### src/rtl/rob_commit_unit.sv
// In-order retirement buffer: allocates entries in program order, marks them done
// out of order by tag, and retires the oldest completed entry into the commit port.
module rob_commit_unit #(
  parameter int unsigned ROB_DEPTH              = 16,
  parameter int unsigned PHYSICAL_REG_NUM_WIDTH = 6,
  localparam int unsigned TAG_WIDTH             = $clog2(ROB_DEPTH)
) (
  input  logic                              clk,
  input  logic                              reset,
  input  logic                              alloc_valid,
  output logic                              alloc_ready,
  input  logic                              alloc_regwrite,
  input  logic [PHYSICAL_REG_NUM_WIDTH-1:0] alloc_phy_wr_reg,
  output logic [TAG_WIDTH-1:0]              alloc_tag,
  input  logic                              complete_valid,
  input  logic [TAG_WIDTH-1:0]              complete_tag,
  input  logic                              flush,
  output logic                              commit_valid,
  output logic                              commit_with_write,
  output logic [PHYSICAL_REG_NUM_WIDTH-1:0] commited_wr_register,
  output logic [TAG_WIDTH:0]                rob_count,
  output logic                              rob_empty
);

  localparam int unsigned CNT_W = TAG_WIDTH + 1;
  localparam logic [CNT_W-1:0] FULL_COUNT = CNT_W'(ROB_DEPTH);

  logic [ROB_DEPTH-1:0]              valid;
  logic [ROB_DEPTH-1:0]              done;
  logic [ROB_DEPTH-1:0]              regwrite;
  logic [PHYSICAL_REG_NUM_WIDTH-1:0] phy_reg [ROB_DEPTH];
  logic [TAG_WIDTH-1:0]              head_ptr;
  logic [TAG_WIDTH-1:0]              tail_ptr;
  logic [CNT_W-1:0]                  count;
  logic                              alloc_accept;
  logic                              retire;

  // Full/empty come from the occupancy count, never from pointer equality
  always_comb begin
    alloc_ready  = (count != FULL_COUNT);
    alloc_tag    = tail_ptr;
    rob_count    = count;
    rob_empty    = (count == '0);
    alloc_accept = alloc_valid && alloc_ready;
    retire       = valid[head_ptr] && done[head_ptr];
  end

  // Control state and commit port; flush behaves exactly like reset
  always_ff @(posedge clk) begin
    if (reset || flush) begin
      valid                <= '0;
      done                 <= '0;
      head_ptr             <= '0;
      tail_ptr             <= '0;
      count                <= '0;
      commit_valid         <= 1'b0;
      commit_with_write    <= 1'b0;
      commited_wr_register <= '0;
    end else begin
      if (complete_valid && valid[complete_tag]) begin
        done[complete_tag] <= 1'b1;
      end
      // Retire clears after completion so a late duplicate completion cannot resurrect it
      if (retire) begin
        valid[head_ptr] <= 1'b0;
        done[head_ptr]  <= 1'b0;
        head_ptr        <= head_ptr + TAG_WIDTH'(1);
      end
      if (alloc_accept) begin
        valid[tail_ptr] <= 1'b1;
        done[tail_ptr]  <= 1'b0;
        tail_ptr        <= tail_ptr + TAG_WIDTH'(1);
      end
      count                <= count + CNT_W'(alloc_accept) - CNT_W'(retire);
      commit_valid         <= retire;
      commit_with_write    <= retire && regwrite[head_ptr];
      commited_wr_register <= (retire && regwrite[head_ptr]) ? phy_reg[head_ptr] : '0;
    end
  end

  // Entry payload needs no reset: it is only read while the entry is valid
  always_ff @(posedge clk) begin
    if (alloc_accept) begin
      regwrite[tail_ptr] <= alloc_regwrite;
      phy_reg[tail_ptr]  <= alloc_phy_wr_reg;
    end
  end

endmodule

### config.mk
export PLATFORM = sky130hd
export DESIGN_NAME = rob_commit_unit
export DESIGN_NICKNAME = d
export VERILOG_FILES = /design/src/rtl/rob_commit_unit.sv
export SDC_FILE = /design/constraint.sdc
export NUM_CORES = 1
export LEC_CHECK = 0
export ABC_AREA = 0
export CAP_MARGIN = 20
export CORE_MARGIN = 5
export CORE_UTILIZATION = 60
export DETAILED_ROUTE_END_ITERATION = 6
export GPL_TIMING_DRIVEN = 0
export HOLD_SLACK_MARGIN = 0.06
export PLACE_DENSITY = 0.8
export SYNTH_ARGS = -nofsm -noshare
export SYNTH_HDL_FRONTEND = slang
export SYNTH_SLANG_ARGS = --single-unit
### constraint.sdc
create_clock -name clk -period 3.5 [get_ports clk]
set_input_delay 0.525 -clock clk [delete_from_list [all_inputs] [get_ports clk]]
set_output_delay 0.525 -clock clk [all_outputs]
set_load 0.02 [all_outputs]
* Yosys cells after proc, flatten, opt, wreduce, memory -nomap -nowiden *
Memories as Yosys holds them, arrays and structs flattened. A register that Yosys moved wholly into a read port is not among the register bits.
Cells that the tools add are included.

cells by class
  add/sub/neg operators = 4
  magnitude comparators = 6
  eq/ne operators = 1
  multiplexer cells = 25
  bitwise operators = 8
  reductions and logical operators = 10

operator list
  kind                                                                                  number
  16-bit two-way mux                                                                    8
  16-bit bitwise AND                                                                    3
  16-bit NOT                                                                            2
  16-bit OR                                                                             2
  1-bit binary-select mux with 4-bit select                                             4
  16-bit bitwise mux                                                                    1
  4-bit by 5-bit < comparator with 1-bit output (second input constant)                 3
  1-bit demux with 4-bit select                                                         3
  4-bit by 1-bit greater-or-equal comparator with 1-bit output (second input constant)  3
  1-bit two-way mux                                                                     9
  4-bit by 1-bit adder with 4-bit output (second input constant)                        2
  1-bit logical AND                                                                     7
  5-bit by 1-bit adder with 5-bit output                                                1
  5-bit zero test                                                                       1
  5-bit inequality test (second input constant)                                         1
  5-bit by 1-bit subtractor with 5-bit output                                           1
  2-bit OR reduction                                                                    1
  1-bit logical OR                                                                      1
  1-bit NOT                                                                             1

storage, ports and cells
  flip-flop bits (word level) = 63
  memory bits (writable) = 96
  bits of input ports = 16
  output and inout bits = 19
  word-level logic and storage cells = 63
  memories kept = 1

memory list
  name     depth  width  rd ports  clocked after memory_dff  write ports  RTL line  RTL
  phy_reg  16     6      1         1                         1            31        logic [PHYSICAL_REG_NUM_WIDTH-1:0] phy_reg [ROB_DEPTH];

* Longest topological paths before layout *
  word-level depth = 12
  mapped depth = 17
  mapped depth without buffers = 15

* Worst setup path after synthesis *
OpenSTA, ideal clock, no wires.

  kind = flip-flop to flip-flop
  start point = register head_ptr[1]
  end point = register count[4] (netlist: rob_count[4])
  library setup time = 0.134 ns
  data arrival time = 2.861 ns
  data required time = 3.366 ns
  setup slack = 0.506 ns
  cell stages (with the launch flop) = 18
  buffers on the path = 2
  period minus slack after synthesis = 2.994 ns
  cells stage by stage = dfxtp_1 > buf_6 > buf_12 > mux2i_1 > mux4_2 > nor3_4 > nor2_1 > inv_1 > ha_1 > inv_1 > ha_1 > inv_1 > fa_1 > inv_1 > a21oi_1 > nor2_1 > or3_1 > a21oi_1

on the way
  longest elaborated chain between the ends = 4
  elaborated cells between the ends (all ways) = 6
  classes of those cells = add/sub (1); mux (4); reduce/logical (1)

ends and longest elaborated chain
  item                                           RTL line  RTL
  start, declared                                32        logic [TAG_WIDTH-1:0] head_ptr;
  start signal, assigned                         67        head_ptr <= head_ptr + TAG_WIDTH'(1);
  1-bit binary-select mux with 4-bit select      45        retire = valid[head_ptr] && done[head_ptr];
  1-bit two-way mux (implied by the code)        45
  1-bit logical AND *                            45
  named net retire                               36        logic retire;
  5-bit by 1-bit subtractor with 5-bit output *  74        count <= count + CNT_W'(alloc_accept) - CNT_W'(retire);
  end signal, assigned                           74
  end, declared                                  34        logic [CNT_W-1:0] count;

The timed path passes the listed nets; every way through them passes the cells marked *. The select of a mux whose other input is x is not followed.
A chain may end at the register's enable or synchronous reset.

* Final worst setup path *
Ends and elaborated chain as after synthesis.

==> reports/qor.log <==
qor: logic_synthesis.yosys.area_share.simple 7.91%
qor: final_layout.multi_input_area 2410 um2
qor: routing.routed-via-count 4290
qor: logic_synthesis.yosys.cell_count.top_type edfxtp_1
qor: setup_path.critPathRequiredTime 3.79 ns
qor: outcome.result_of_the_run finished, final reports clean
qor: grt.met3_usage 5.14%
qor: placement.place_hpwl 10900 um
qor: floorplan.core 11400 um2
qor: logic_synthesis.count_of_flip_flops_with_a_built_in_enable_after_synthesis 112
qor: setup_path.setup.worst_path.end_class flop
qor: floorplan.std_cell_rows 39
qor: setup_path.worstSetupPathType reg2reg
qor: grt.grt_pass1_wl 25500 um
qor: sta.maxSlewHeadroom 40.3%
qor: grt.grt_busiest_layer met2
qor: final_layout.flow.area_growth_from_synthesis 17.0%
qor: routing.drt-wirelength-per-cell 24.7 um
qor: logic_synthesis.share_of_cell_area_taken_by_muxes_after_synthesis 15.8%
qor: floorplan.top_ports 35
qor: routing.detail_route.wirelength 16600 um
qor: setup_path.worst_path_largest_cell_delay 0.54 ns
qor: power_and_ir_drop.power.density 478 nW/um2
qor: setup_path.worst_ep_arrival_time 3.60 ns
qor: min_path.timing.hold.worst.class reg2reg
qor: sta.timing.final.max_slew_violations 0
qor: setup_path.cell_by_cell_trace_of_the_critical_path buf_6 > buf_12 > mux2i_1 > mux4_2 > nor3_4 > nor2_1 > inv_1 > ha_1 > inv_1 > ha_1 > inv_1 > fa_1 > inv_1 > a21oi_1 > nor2_1 > or3_1 > a21oi_1
qor: floorplan.initial_util 61.4%
qor: logic_synthesis.mappedNetlistArea 7010 um2
qor: grt.grt_start_max_net_pins 17
qor: logic_synthesis.synth-compound-area-share 6.76%
qor: sta.rsz0062_at_grt false
qor: sta.setup_ws 0.196 ns
qor: setup_path.worstPathBufferInverterCount 6
qor: final_layout.regArea 4420 um2
qor: grt.met2_usage 39.6%
qor: clocking.tritoncts done
qor: sta.final_hold_viol_count 0
qor: logic_synthesis.postSynth.topFlopCell edfxtp_1
qor: logic_synthesis.synth.area.top_cells edfxtp_1 (48%), dfxtp_1 (15%), mux4_2 (14%)
qor: sta.finalSetupViolCount 0
qor: sta.min_period 3.30 ns
qor: logic_synthesis.netlist-cell-type-count 49
qor: setup_path.critical_path.startpoint_type flop
qor: logic_synthesis.synth.yosys.seq_area_share 63.1%
qor: floorplan.die_h 118 um
qor: routing.drt_pre_antenna_iters 5
qor: logic_synthesis.synth_largest_type_area_fraction 48.0%
qor: logic_synthesis.synth_area_leader_cell edfxtp_1
qor: setup_path.crit_path_max_fanout 10
qor: logic_synthesis.syn_nets 482
qor: sta.finalCritPeriodShare 94.4%
qor: final_layout.fillers 715
qor: logic_synthesis.yosysWarningCount 0
qor: logic_synthesis.synth_fa_ha_area_share 2.78%
qor: sta.worst_hold_slack 0.480 ns
qor: logic_synthesis.combinational_family_with_the_most_area_after_synthesis multiplexers
qor: placement.finalWeightedCongestion 0.932
qor: logic_synthesis.synth-seq-cells 165
qor: power_and_ir_drop.vdd_drop_max 0.357 mV
qor: placement.dp_worst_setup_slack 0.140 ns
qor: power_and_ir_drop.p_leak 2.67 nW
qor: clocking.clock_sinks 165
qor: logic_synthesis.xor_xnor_fraction_of_synth_area 0.625%
qor: final_layout.num_antenna_cells 0
qor: routing.antenna_violating_nets_post_route 0
qor: power_and_ir_drop.finalPower 3.92 mW
qor: floorplan.die_area 13900 um2
qor: routing.viasPerCell 6.39
qor: logic_synthesis.syn-mean-instance-area 15.5 um2
qor: logic_synthesis.async_reset_ff_share 0%
qor: clocking.total_cts_buffers 17
qor: grt.antenna_found_initial 0
qor: clocking.ctsLongestPathBuffers 2
qor: setup_path.kind_of_cell_adding_the_most_delay_to_the_critical_path adder cells
qor: clocking.clk_pin_slew_worst_paths 0.07 ns
qor: floorplan.dieWidth 118 um
qor: sta.skew 0.00758 ns
qor: final_layout.fin_nets 546
qor: routing.dr.first_iter.drc_count 560
qor: logic_synthesis.netlist_top_cells_count edfxtp_1 (112), dfxtp_1 (53), mux4_2 (43)
qor: routing.total_drc_errors_in_the_routed_layout 0
qor: run.max_cap_viol_count 0
qor: setup_path.slowest_stage mux4_2
qor: sta.achievable-frequency 303 MHz
qor: setup_path.path_common_cell inv_1
qor: grt.gr-usage-met1 32.9%
qor: grt.grt.overflow.total 0
qor: grt.globalRouteTotalUtil 24.6%
qor: sta.max_slew.worst_pin.slew 0.895 ns
qor: final_layout.flip_flop_count_of_the_largest_register_all_copies_and_words_added 96
qor: placement.numPortBuffers 34
qor: clocking.worst_skew_late_latency 0.43 ns
qor: logic_synthesis.post_synth_inst_count 451
qor: sta.timing.setup.tns 0 ns
qor: clocking.clock-root-buffer clkbuf_16
qor: clocking.cts_max_level 4
qor: final_layout.final_layout_size_suffix_gt1_share 20.8%
qor: grt.first_global_vias 4461
-- where the power goes --
group / internal, mW / total (mW) / switching, mW
Clock: 0.911 / 1.69 / 0.779
Combinational: 0.0546 / 0.129 / 0.0744
Sequential: 2.09 / 2.10 / 0.00673
Total: 3.06 / 3.92 / 0.860
-- final timing paths --
check	start	to	slack, ns	cells past startpoint
worst min-delay path	valid[9]	valid[9]	0.48	2
worst max-delay path	head_ptr[1]	rob_count[4]	0.20	17
worst min register to register	valid[9]	valid[9]	0.48	2
worst max register to register	head_ptr[1]	rob_count[4]	0.20	17
-- worst reg2reg max path: stages (launching register included) --
cell and delay, ns:
dfxtp_1 0.39, buf_6 0.15, buf_12 0.15, mux2i_1 0.12, mux4_2 0.54, nor3_4 0.28, nor2_1 0.14, inv_1 0.08
ha_1 0.22, inv_1 0.05, ha_1 0.16, inv_1 0.06, fa_1 0.36, inv_1 0.10, a21oi_1 0.07, nor2_1 0.11
or3_1 0.12, a21oi_1 0.06
-- area by class of cell --
| cell class | instances | area share [%] |
|---|---|---|
| plain buffers | 22 | 1.48 |
| clock buffers | 18 | 5.23 |
| clock inverters | 14 | 1.28 |
| inverters | 23 | 1.05 |
| multi-input cells | 241 | 29.3 |
| flip-flops and latches | 165 | 53.9 |
| well taps | 143 | 2.18 |
| repair buffers | 45 | 5.52 |
-- stage by stage --
step	cells	area (um2)	util, %
2_1_floorplan	451	7010	-
4_1_cts	665	8140	71.3
6_report	671	8200	71.8
5_1_grt	671	8200	71.8
3_5_place_dp	633	7610	66.6
3_3_place_gp	628	7530	65.9
-- timing repair --
item	4_1_cts	5_1_grt
hold buffers	0	0
resized for setup	0	1
setup buffers	0	3
endpoints found under the setup margin	0	1
-- logic make-up after synthesis --
logic type / after synthesis
XOR/XNOR: 5
multiplexers: 54
AND/OR/NAND/NOR: 95
flip-flops: 165
AO/OA/AOI/OAI: 72
adder cells (fa/ha/maj): 15
buffers and inverters: 45
-- layout by cell type (no fill, tap or decap), types with 3 or more instances in the layout --
| cell | Yosys | layout |
|---|---|---|
| a31oi_1 | 4 | 4 |
| a21boi_0 | 8 | 8 |
| inv_1 | 23 | 23 |
| nand2b_1 | 3 | 3 |
| clkdlybuf4s50_1 | 0 | 34 |
| clkbuf_1 | 11 | 12 |
| edfxtp_1 | 112 | 112 |
| nand2_1 | 23 | 23 |
| xor2_1 | 3 | 3 |
| buf_6 | 1 | 9 |
| nor2_1 | 16 | 16 |
| buf_4 | 2 | 5 |
| or2_2 | 5 | 5 |
| dfxtp_1 | 53 | 53 |
| clkinvlp_4 | 0 | 4 |
| buf_2 | 6 | 6 |
| nor3_1 | 7 | 3 |
| a2111oi_0 | 8 | 8 |
| mux2i_1 | 9 | 9 |
| nand4_1 | 5 | 5 |
| a21oi_1 | 26 | 26 |
| clkbuf_16 | 0 | 17 |
| o21a_1 | 8 | 8 |
| o21ai_0 | 11 | 11 |
| nor2b_1 | 8 | 8 |
| inv_6 | 0 | 4 |
| clkinv_4 | 0 | 3 |
| ha_1 | 14 | 14 |
| mux4_2 | 43 | 43 |
| or3_1 | 3 | 3 |
| nor3_2 | 1 | 5 |
| nor4b_1 | 9 | 9 |
-- routing by layer --
metal	vias to the layer above	wire, um	part of all wire (%)
met5	-	0	0
met4	0	408	2.5
met3	37	1140	6.9
met2	204	8420	51
met1	2161	6610	40
li1	1888	-	-
Note: power is estimated with default switching activity, not from simulation.
